$ cat src/rtl/alu_op_issue.sv
`default_nettype none
// ============================================================================
// Module   : alu_op_issue
// Purpose  : ID->EX issue stage. Decodes MIPS fields into ALU op, shift amount
//            and operand pair, then registers them behind a valid/ready
//            handshake with a one-entry skid buffer and synchronous flush.
// Option   : define ALU_OP_ISSUE_PERF_CNT_EN to add perf_issued/perf_stall.
// Revision : 1.0 - initial release
// ============================================================================
module alu_op_issue #(
  parameter int DW = 32
) (
  input  logic          clk,
  input  logic          rst,
  input  logic          flush,
  input  logic          in_valid,
  output logic          in_ready,
  input  logic [31:0]   in_instr,
  input  logic [DW-1:0] in_rs_val,
  input  logic [DW-1:0] in_rt_val,
  output logic          out_valid,
  input  logic          out_ready,
  output logic [DW-1:0] out_A,
  output logic [DW-1:0] out_B,
  output logic [2:0]    out_op,
  output logic [4:0]    out_sa,
  output logic          out_illegal
`ifdef ALU_OP_ISSUE_PERF_CNT_EN
  ,
  output logic [31:0]   perf_issued,
  output logic [31:0]   perf_stall
`endif
);

  localparam logic [2:0] c_op_and = 3'b000;
  localparam logic [2:0] c_op_or  = 3'b001;
  localparam logic [2:0] c_op_add = 3'b010;
  localparam logic [2:0] c_op_sll = 3'b011;
  localparam logic [2:0] c_op_srl = 3'b100;
  localparam logic [2:0] c_op_sra = 3'b101;
  localparam logic [2:0] c_op_sub = 3'b110;
  localparam logic [2:0] c_op_slt = 3'b111;

  typedef struct packed {
    logic          ill;
    logic [4:0]    sa;
    logic [2:0]    op;
    logic [DW-1:0] b;
    logic [DW-1:0] a;
  } entry_t;

  logic [5:0]    w_opcode;
  logic [5:0]    w_funct;
  logic [4:0]    w_shamt;
  logic [15:0]   w_imm;
  logic [DW-1:0] w_sext;
  logic [DW-1:0] w_zext;
  logic          w_unused_fields;
  entry_t        w_dec;

  assign w_opcode        = in_instr[31:26];
  assign w_funct         = in_instr[5:0];
  assign w_shamt         = in_instr[10:6];
  assign w_imm           = in_instr[15:0];
  assign w_sext          = {{(DW-16){w_imm[15]}}, w_imm};
  assign w_zext          = {{(DW-16){1'b0}}, w_imm};
  // Register-specifier fields are resolved upstream; only forwarded values are used.
  assign w_unused_fields = ^in_instr[25:16];

  always_comb begin
    w_dec.ill = 1'b0;
    w_dec.sa  = 5'd0;
    w_dec.op  = c_op_add;
    w_dec.a   = in_rs_val;
    w_dec.b   = in_rt_val;
    case (w_opcode)
      6'h00: begin
        case (w_funct)
          6'h24:        w_dec.op = c_op_and;
          6'h25:        w_dec.op = c_op_or;
          6'h20, 6'h21: w_dec.op = c_op_add;
          6'h22, 6'h23: w_dec.op = c_op_sub;
          6'h2A:        w_dec.op = c_op_slt;
          6'h00: begin w_dec.op = c_op_sll; w_dec.sa = w_shamt; end
          6'h02: begin w_dec.op = c_op_srl; w_dec.sa = w_shamt; end
          6'h03: begin w_dec.op = c_op_sra; w_dec.sa = w_shamt; end
          6'h04: begin w_dec.op = c_op_sll; w_dec.sa = in_rs_val[4:0]; end
          6'h06: begin w_dec.op = c_op_srl; w_dec.sa = in_rs_val[4:0]; end
          6'h07: begin w_dec.op = c_op_sra; w_dec.sa = in_rs_val[4:0]; end
          default:      w_dec.ill = 1'b1;
        endcase
      end
      6'h08, 6'h09: begin w_dec.op = c_op_add; w_dec.b = w_sext; end
      6'h0A:        begin w_dec.op = c_op_slt; w_dec.b = w_sext; end
      6'h0C:        begin w_dec.op = c_op_and; w_dec.b = w_zext; end
      6'h0D:        begin w_dec.op = c_op_or;  w_dec.b = w_zext; end
      6'h23, 6'h2B: begin w_dec.op = c_op_add; w_dec.b = w_sext; end
      6'h04, 6'h05: w_dec.op = c_op_sub;
      6'h0F: begin
        w_dec.op = c_op_sll;
        w_dec.a  = '0;
        w_dec.b  = w_zext;
        w_dec.sa = 5'd16;
      end
      default:      w_dec.ill = 1'b1;
    endcase
    // Undecodable words issue as a harmless add of zeros.
    if (w_dec.ill) begin
      w_dec.op = c_op_add;
      w_dec.a  = '0;
      w_dec.b  = '0;
      w_dec.sa = 5'd0;
    end
  end

  entry_t m_q, m_d, s_q, s_d;
  logic   m_valid_q, m_valid_d;
  logic   s_valid_q, s_valid_d;
  logic   w_accept;
  logic   w_m_free;

  assign w_accept = in_valid && !s_valid_q;
  assign w_m_free = !m_valid_q || out_ready;

  always_comb begin
    m_d       = m_q;
    s_d       = s_q;
    m_valid_d = m_valid_q;
    s_valid_d = s_valid_q;
    if (flush) begin
      m_valid_d = 1'b0;
      s_valid_d = 1'b0;
    end else if (w_m_free) begin
      // in_ready is low whenever S is occupied, so no input competes with the S->M move.
      if (s_valid_q) begin
        m_d       = s_q;
        m_valid_d = 1'b1;
        s_valid_d = 1'b0;
      end else begin
        m_valid_d = w_accept;
        if (w_accept) m_d = w_dec;
      end
    end else if (w_accept) begin
      s_d       = w_dec;
      s_valid_d = 1'b1;
    end
  end

  always_ff @(posedge clk or posedge rst) begin
    if (rst) begin
      m_q       <= '0;
      s_q       <= '0;
      m_valid_q <= 1'b0;
      s_valid_q <= 1'b0;
    end else begin
      m_q       <= m_d;
      s_q       <= s_d;
      m_valid_q <= m_valid_d;
      s_valid_q <= s_valid_d;
    end
  end

  assign in_ready    = !s_valid_q;
  assign out_valid   = m_valid_q;
  assign out_A       = m_q.a;
  assign out_B       = m_q.b;
  assign out_op      = m_q.op;
  assign out_sa      = m_q.sa;
  assign out_illegal = m_valid_q && m_q.ill;

`ifdef ALU_OP_ISSUE_PERF_CNT_EN
  logic [31:0] perf_issued_q;
  logic [31:0] perf_stall_q;

  always_ff @(posedge clk or posedge rst) begin
    if (rst) begin
      perf_issued_q <= 32'd0;
      perf_stall_q  <= 32'd0;
    end else begin
      if (m_valid_q && out_ready)  perf_issued_q <= perf_issued_q + 32'd1;
      if (m_valid_q && !out_ready) perf_stall_q  <= perf_stall_q + 32'd1;
    end
  end

  assign perf_issued = perf_issued_q;
  assign perf_stall  = perf_stall_q;
`endif

endmodule
`default_nettype wire
$ cat config.mk
export PLATFORM = sky130hd
export DESIGN_NAME = alu_op_issue
export DESIGN_NICKNAME = d
export VERILOG_FILES = /design/src/rtl/alu_op_issue.sv
export SDC_FILE = /design/constraint.sdc
export NUM_CORES = 1
export LEC_CHECK = 0
export ABC_AREA = 1
export CAP_MARGIN = 25
export CORE_ASPECT_RATIO = 1.5
export CORE_UTILIZATION = 58
export CTS_BUF_LIST = sky130_fd_sc_hd__clkbuf_8
export DETAILED_ROUTE_END_ITERATION = 8
export HOLD_SLACK_MARGIN = 0.12
export PLACE_DENSITY = 0.94
export SLEW_MARGIN = 20
export SYNTH_ARGS = -nofsm -noshare
export SYNTH_HDL_FRONTEND = slang
export SYNTH_SLANG_ARGS = --single-unit
$ cat constraint.sdc
create_clock -name clk -period 11.59 [get_ports clk]
set_input_delay 1.159 -clock clk [delete_from_list [all_inputs] [get_ports clk]]
set_output_delay 1.159 -clock clk [all_outputs]
set_load 0.03 [all_outputs]
After elaboration in Yosys (flattened, before gate mapping)
Cells that the tools add are included.
- input bits: 101
- logic and storage cells: 76
- output and inout port bits: 75
- register bits after elaboration: 148
- reduce and logical (&&, ||, !) cells: 23
- eq/ne operators: 22
- bitwise gates (word level): 2
- multiplexer cells: 17
- operators with widths (cell ; number):
    73-bit two-way mux ; 2
    72-bit two-way mux ; 1
    32-bit case mux with 2 select lines ; 1
    6-bit equality test, second input constant ; 9
    6-bit by 4-bit equality test with 1-bit output, second input constant ; 6
    32-bit two-way mux ; 1
    6-bit by 3-bit equality test with 1-bit output, second input constant ; 5
    3-bit case mux with 7 select lines ; 1
    5-bit case mux with 2 select lines ; 2
    3-bit case mux with 6 select lines ; 1
    13-bit OR reduction ; 1
    6-bit by 2-bit equality test with 1-bit output, second input constant ; 2
    6-bit logical NOT ; 2
    10-bit OR reduction ; 1
    2-bit OR reduction ; 5
    3-bit OR reduction ; 3
    1-bit two-way mux ; 7
    3-bit AND reduction ; 2
    5-bit OR reduction ; 1
    2-bit nonzero test ; 2
    3-bit nonzero test ; 1
    1-bit logical AND ; 2
    1-bit logical NOT ; 2
    1-bit NOT ; 2
    other kinds (2) ; 2

Longest topological paths before layout
Gate-level depths: netlist of run 1.
- depth after elaboration: 7
- gate-level depth with buffers: 15
- gate-level depth less buffers: 13

Worst setup path before layout of run 1
Ideal clock, no wire load.
- kind: input-to-reg
- from: input in_instr[1]
- to: register m_q, in the netlist out_A[0]
- required time: 11.473 ns
- arrival time: 2.302 ns
- buffers on the path: 3
- stages: 15
- path slack: 9.171 ns
- setup time: 0.117 ns
- path through: buf_6 inv_2 nand2_2 nand3_2 nand2_1 nor2_1 nand2_1 nand2_2 nand2_4 buf_12 buf_6 nand2_1 nand2_1 nand2_1 nand2_1
- word-level cells in the longest chain between the ends: 7
- elaborated cells on any way between the ends: 19
- those cells by class: 12 x eq/ne; 5 x mux; 2 x reduce/logical
- RTL lines (element ; line ; source):
    from (decl) ; 18 ; input logic [31:0] in_instr,
    6-bit by 3-bit equality test with 1-bit output, or another cell as far along ; 78 ; case (w_funct)
    13-bit OR reduction (no source line) (*) ; n/a ;
    1-bit two-way mux (*) ; 78 ;
    1-bit case mux with 2 select lines (*) ; 76 ; case (w_opcode)
    72-bit two-way mux (*) ; 108 ; if (w_dec.ill) begin
    73-bit two-way mux (*) ; 141 ; if (w_accept) m_d = w_dec;
    73-bit two-way mux (*) ; 135 ; if (s_valid_q) begin
    to (signal assigned) ; 156 ; m_q <= m_d;
    to (decl) ; 116 ; entry_t m_q, m_d, s_q, s_d;
Every way passes the cells marked *; elsewhere a longest branch is shown, timed or not. The select of a mux whose other input is x is not followed.
A chain may end at the register's enable or synchronous reset.

Final worst setup path of run 1
- from: input in_instr[28]
- to: register m_q, in the netlist out_B[16]
- word-level cells in the longest chain between the ends: 6
- elaborated cells on any way between the ends: 19
- those cells by class: 10 x eq/ne; 5 x mux; 4 x reduce/logical
- RTL lines (element ; line):
    6-bit by 4-bit equality test with 1-bit output, or another cell as far along ; 76
    10-bit OR reduction (no source line), or another cell as far along ; n/a
    1-bit case mux with 2 select lines / 32-bit case mux with 2 select lines (equally long branches) ; 76
    72-bit two-way mux (*) ; 108
    73-bit two-way mux (*) ; 141
    73-bit two-way mux (*) ; 135
Marks and branches as above.

==> metrics.csv, run 1 <==
metric,value,unit
status,"finished, final reports clean",
sequential fraction of the synthesis area,0.438,
"Slew Viols, Final",0,
global-route total usage across every layer,0.283,
RSZ-0062 raised after global routing,no,
Setup Viol. Count Final,0,
Starting Density,0.598,
max_cap viols,0,
H-tree depth,4,
hold depth,2,
Final Cycle Share,0.317,
R2R cell count,9,
Post-synth top cells,"nand2_1 (459), nor2_1 (162), dfrtp_1 (148), inv_1 (91), buf_4 (73)",
setup TNS,0,ns
Slew @ Worst Pin,0.892,ns
clk_skew,0.00885,ns
Die H,150,um
Worst slew margin,0.405,
Core ar.,14100,um2
Crit Path Class,in -> reg,
YS warnings,0,
Top Ports,176,
DRC,0,
first-pass GRT wire length,33.3,mm
Die Wd,101,um
placed cell area,9550,um2
CTS tree,yes,
#FFs+latches synth,148,
"Setup Fix Bufs, Post-CTS",0,
ranking of synthesized cells by area,"dfrtp_1 (44%), nand2_1 (20%), nor2_1 (7.2%)",
Max clock buf depth,2,
clock sink count,148,
final hold vios,0,
number of global-route vias before repair,7318,
Worst Setup End Kind,register,
# fillers,1083,
asr flop ratio synth,1.00,
Clock Latency Late Sink,0.44,ns
1st-iter DRT viols,403,
Setup crit start kind,input port,
total internal power,901,uW
"Avg Cell Area, Syn",7.06,um2
Peak VDD IR,79.5,uV
Synth Cell Area,8450,um2
minimum clock period,3.68,ns
WHS,0.486,ns
Synth area leader,dfrtp_1,
CP Data Required Time,11.97,ns
post-route ant nets,0,
fmax,272,MHz
"count leader, synth",nand2_1,
WP data arrival,4.05,ns
"Largest stage delay, worst path",0.63,ns
WL/cell,13.8,um
synthesis-to-finish area growth,18.3,%
Cell Pwr Density,134,nW/um2
Cell variety after synth,29,
sequential share of power,0.453,
main flop type after synthesis,dfrtp_1,
post-route cell area,9990,um2
Via density,5.15,
clock network fraction of total power,0.307,
router iterations before antenna repair,5,
CP Cell Sequence,clkdlybuf4s50_1 > nand2_1 > nor2_1 > o21ai_1 > nand3_2 > nor2_2 > nand2_4 > buf_4 > nand2_1 > nand2_1 > nand2_1 > nand2_1,
P_sw,434,uW
Cells after Synth,1196,
layout cells sized above 1,0.0765,
Via Count,7523,
GR Overflow Total,0,
nets,1356,
Post-CTS Resized,0,
worst-path fanout max,39,
pin count of the biggest net entering global routing,107,
CTS Buf Count,17,
Routability Congestion,0.932,
Post-Syn Nets,1297,
Post-synth EDFFs,0,
Synth top area share,0.438,
Worst Hold Class,reg -> reg,
initial antenna violation count,0,
diodes inserted,0,
slowest cell on the critical path,buf_4,
cts hold-fix bufs,0,
P_leak,0.00571,uW
root buffer cell,clkbuf_8,
clock-pin slew on the worst setup and hold paths,0.08,ns
die area,15100,um2
Post-DP HPWL,12.8,mm
port buffer count,165,
Switching Fraction,0.325,
row count,53,
power share of the combinational group,0.240,
DRT Wirelength,20.1,mm
CP dominant cell by count,nand2_1,
layout by cell type (no fill, tap or decap), types with 3 or more instances in the layout:
| master | count |
|---|---|
| nor2_2 | 4 |
| nor2_4 | 4 |
| nor2_1 | 162 |
| or2_2 | 10 |
| clkinv_4 | 3 |
| nand2_2 | 3 |
| clkbuf_8 | 18 |
| o21ai_0 | 25 |
| a21oi_1 | 28 |
| inv_2 | 8 |
| dfrtp_1 | 148 |
| inv_6 | 5 |
| buf_4 | 6 |
| nor3_1 | 3 |
| inv_4 | 3 |
| nand2_1 | 459 |
| o21ai_1 | 52 |
| inv_1 | 91 |
| nand2_4 | 21 |
| clkinvlp_4 | 3 |
| nand3_1 | 30 |
| clkdlybuf4s50_1 | 165 |
logic make-up after synthesis:
logic type	Yosys count	synth area share
AOI/OAI and AO/OA	111	0.0674
buffers and inverters	236	0.148
DFF	148	0.438
and+or+nand+nor	701	0.346
per-stage QoR:
step | power (uW) | util | setup WS, ns | instances
4_1_cts | 1340 | 0.704 | 7.95 | 1458
3_3_place_gp | 921 | 0.675 | 7.57 | 1425
5_1_grt | 1400 | 0.708 | 7.75 | 1460
2_1_floorplan | 847 | - | 6.45 | 1196
6_report | 1340 | 0.708 | 7.91 | 1460
3_5_place_dp | 930 | 0.676 | 7.56 | 1426
area by class of cell:
cell class | instances | area (um2) | share of cell area
flip-flops and latches | 148 | 3700 | 0.371
multi-input cells | 812 | 3500 | 0.350
repair buffers | 174 | 1760 | 0.176
inverters | 102 | 395 | 0.0396
clock buffers | 18 | 248 | 0.0248
well taps | 192 | 240 | 0.0240
clock inverters | 14 | 153 | 0.0153
power groups by stage:
stage	combinational [uW]	clock (uW)	sequential [uW]
2_1_floorplan	243	0	604
4_1_cts	320	416	605
3_5_place_dp	318	0	613
6_report	320	411	605
3_3_place_gp	310	0	611
5_1_grt	350	438	611
registers in the layout (all words and copies together), names as in the netlist:
signal	flops
s_valid_q	1
out_A	32
out_sa	5
m_q	1
out_B	32
out_valid	1
out_op	3
s_q	73
final timing paths:
check,startpoint,to,slack (ns)
worst min-delay path,out_op[2]$_DFFE_PP0P_,out_op[2]$_DFFE_PP0P_,0.49
worst max-delay path,in_instr[28],out_B[16]$_DFFE_PP0P_,7.91
worst min register to register,out_op[2]$_DFFE_PP0P_,out_op[2]$_DFFE_PP0P_,0.49
max in group asynchronous,rst,s_q[66]$_DFFE_PP0P_,9.21
min in group asynchronous,rst,out_A[29]$_DFFE_PP0P_,1.19
worst max register to register,s_valid_q$_DFFE_PP0P_,out_op[2]$_DFFE_PP0P_,8.33
worst max-delay path, delay by kind of cell:
kind | cells | cell delay [ns]
and+or+nand+nor | 9 | 1.54
AOI/OAI and AO/OA | 1 | 0.12
buffers and inverters | 2 | 1.18
routing by layer:
metal  up-vias  part of all wire  global-route usage
li1       3665                 -                   -
met1      3511              0.40               0.336
met2       291              0.51               0.486
met3        56             0.054              0.0509
met4         0             0.035               0.145
met5         -                 0                   0
Note: power is estimated with default switching activity, not from simulation.
==> inputs of run 2 (changes only) <==
--- a/config.mk
+++ b/config.mk
@@ -8,11 +8,11 @@
 export ABC_AREA = 1
 export CAP_MARGIN = 25
 export CORE_ASPECT_RATIO = 1.5
-export CORE_UTILIZATION = 58
+export CORE_UTILIZATION = 48
 export CTS_BUF_LIST = sky130_fd_sc_hd__clkbuf_8
 export DETAILED_ROUTE_END_ITERATION = 8
 export HOLD_SLACK_MARGIN = 0.12
-export PLACE_DENSITY = 0.94
+export PLACE_DENSITY = 0.84
 export SLEW_MARGIN = 20
 export SYNTH_ARGS = -nofsm -noshare
 export SYNTH_HDL_FRONTEND = slang
==> constraint.sdc (replaced) <==
create_clock -name clk -period 3.1 [get_ports clk]
set_input_delay 0.31 -clock clk [delete_from_list [all_inputs] [get_ports clk]]
set_output_delay 0.31 -clock clk [all_outputs]
set_load 0.03 [all_outputs]
==> metrics.csv, run 2 (synthesis gave the netlist of run 1 again) <==
metric,value,unit,change
diodes inserted,0,,unchanged
synthesis-to-finish area growth,19.9,%,
initial antenna violation count,0,,unchanged
"Slew Viols, Final",0,,unchanged
Worst Setup End Kind,primary output,,
DRT Wirelength,20.2,mm,+0.57%
Max clock buf depth,2,,unchanged
Post-CTS Resized,0,,unchanged
1st-iter DRT viols,422,,+4.7%
post-route ant nets,0,,unchanged
root buffer cell,clkbuf_8,,
CP top delay family,buffers and inverters,,
minimum clock period,2.10,ns,
WP data arrival,1.79,ns,-2.26 ns
Largest Register,s_q,,
Via Count,7451,,-0.96%
Setup Viol. Count Final,0,,unchanged
CTS Buf Count,17,,unchanged
Worst slew margin,0.420,,+0.0146
Crit Path Class,reg -> out,,
Bufs and invs on worst path,2,,unchanged
Post-DP HPWL,13.6,mm,+5.6%
Setup crit start kind,register,,
Final Worst Setup Slack,0.998,ns,-6.91 ns
Util after Layout,0.586,,-0.121
"Largest stage delay, worst path",0.74,ns,+0.11 ns
slowest cell on the critical path,clkdlybuf4s50_1,,
GR Overflow Total,0,,unchanged
fmax,476,MHz,
Peak VDD IR,290,uV,+260%
WL/cell,13.6,um,-1.5%
"most common cell after layout, fill and taps aside",nand2_1,,
most frequent cells in the layout,"nand2_1 (459), clkdlybuf4s50_1 (165), nor2_1 (162)",,
row count,59,,+11%
Routability Congestion,0.822,,-12%
RSZ-0062 raised after global routing,no,,
Die H,164,um,+9.8%
r2r setup slk,1.18,ns,-7.15 ns
Top Ports,176,,unchanged
port buffer count,165,,unchanged
final hold vios,0,,unchanged
Starting Density,0.489,,-0.109
clock-pin slew on the worst setup and hold paths,0.09,ns,about the same
setup TNS,0,ns,unchanged
Setup WS pre-CTS,0.615,ns,-6.94 ns
Final Cycle Share,0.678,,
Clock Latency Late Sink,0.44,ns,about the same
first-pass GRT wire length,33.0,mm,-1.1%
max_cap viols,0,,unchanged
Cell Pwr Density,494,nW/um2,+270%
CP Depth,2,,-10
placed cell area,9730,um2,+1.9%
Slew @ Worst Pin,0.870,ns,-0.0219 ns
CP Data Required Time,2.79,ns,-9.18 ns
number of global-route vias before repair,6968,,-4.8%
post-route cell area,10100,um2,+1.3%
Die Wd,110,um,+9.7%
layout cells sized above 1,0.0830,,+0.00651
pin count of the biggest net entering global routing,149,,+39%
DRC,0,,unchanged
cts hold-fix bufs,0,,unchanged
clk_skew,0.0138,ns,+0.00491 ns
"Setup Fix Bufs, Post-CTS",0,,unchanged
nets,1365,,+0.66%
R2R cell count,8,,-1
P_leak,0.00577,uW,+0.99%
worst-path fanout max,7,,-82%
status,"finished, final reports clean",,
CTS tree,yes,,
Core ar.,17300,um2,+22%
router iterations before antenna repair,5,,unchanged
max reg flops,73,,unchanged
clock sink count,148,,unchanged
multi-input logic area,3500,um2,unchanged
Via density,5.00,,-3.0%
H-tree depth,4,,unchanged
# fillers,1561,,+44%
CP Cell Sequence,inv_4 > clkdlybuf4s50_1,,
die area,18100,um2,+20%
FF/Latch Area,3700,um2,unchanged
Worst Hold Class,in -> async,,
global-route total usage across every layer,0.234,,-0.0488
[run 2: per-stage QoR]
stage	std cells	power [uW]	hold slack, ns
3_5_place_dp	1458	3510	0.464
5_1_grt	1490	5250	0.465
3_3_place_gp	1457	3480	0.456
4_1_cts	1490	5050	0.437
2_1_floorplan	1196	3170	0.383
6_report	1490	5000	0.403
[run 2: path summary, 6_finish.rpt]
check                                      start               endpoint
min reg2reg                 out_A[5]$_DFFE_PP0P_   out_A[5]$_DFFE_PP0P_
min                                          rst  out_B[21]$_DFFE_PP0P_
min in group clk                       out_ready  s_valid_q$_DFFE_PP0P_
max reg2reg                out_valid$_DFFE_PP0N_    s_q[16]$_DFFE_PP0P_
max in group asynchronous                    rst  out_sa[4]$_DFFE_PP0P_
max                        s_valid_q$_DFFE_PP0P_               in_ready
[run 2: routing by layer]
| metal | track usage | up-vias | wire length (um) |
|---|---|---|---|
| li1 | - | 3679 | - |
| met1 | 0.287 | 3505 | 8330 |
| met2 | 0.401 | 225 | 10200 |
| met3 | 0.0335 | 42 | 981 |
| met4 | 0.106 | 0 | 650 |
| met5 | 0 | - | 0 |
[run 2: area by class of cell]
| class | instances | share of cell area |
|---|---|---|
| clock buffer | 18 | 0.0245 |
| clock inverter | 14 | 0.0147 |
| multi-input combinational | 812 | 0.345 |
| sequential | 148 | 0.366 |
| inverter | 102 | 0.0389 |
| timing repair buffer | 183 | 0.185 |
| tap | 213 | 0.0263 |
[run 2: tightest hold or removal path, stage by stage]
cell	delay [ns]
clkdlybuf4s50_1	0.44
clkinvlp_4	0.09
buf_12	0.52
[run 2: power by group]
group	switching, uW	internal, uW
registers	124	2140
logic	706	503
clock network	787	745
total	1620	3380
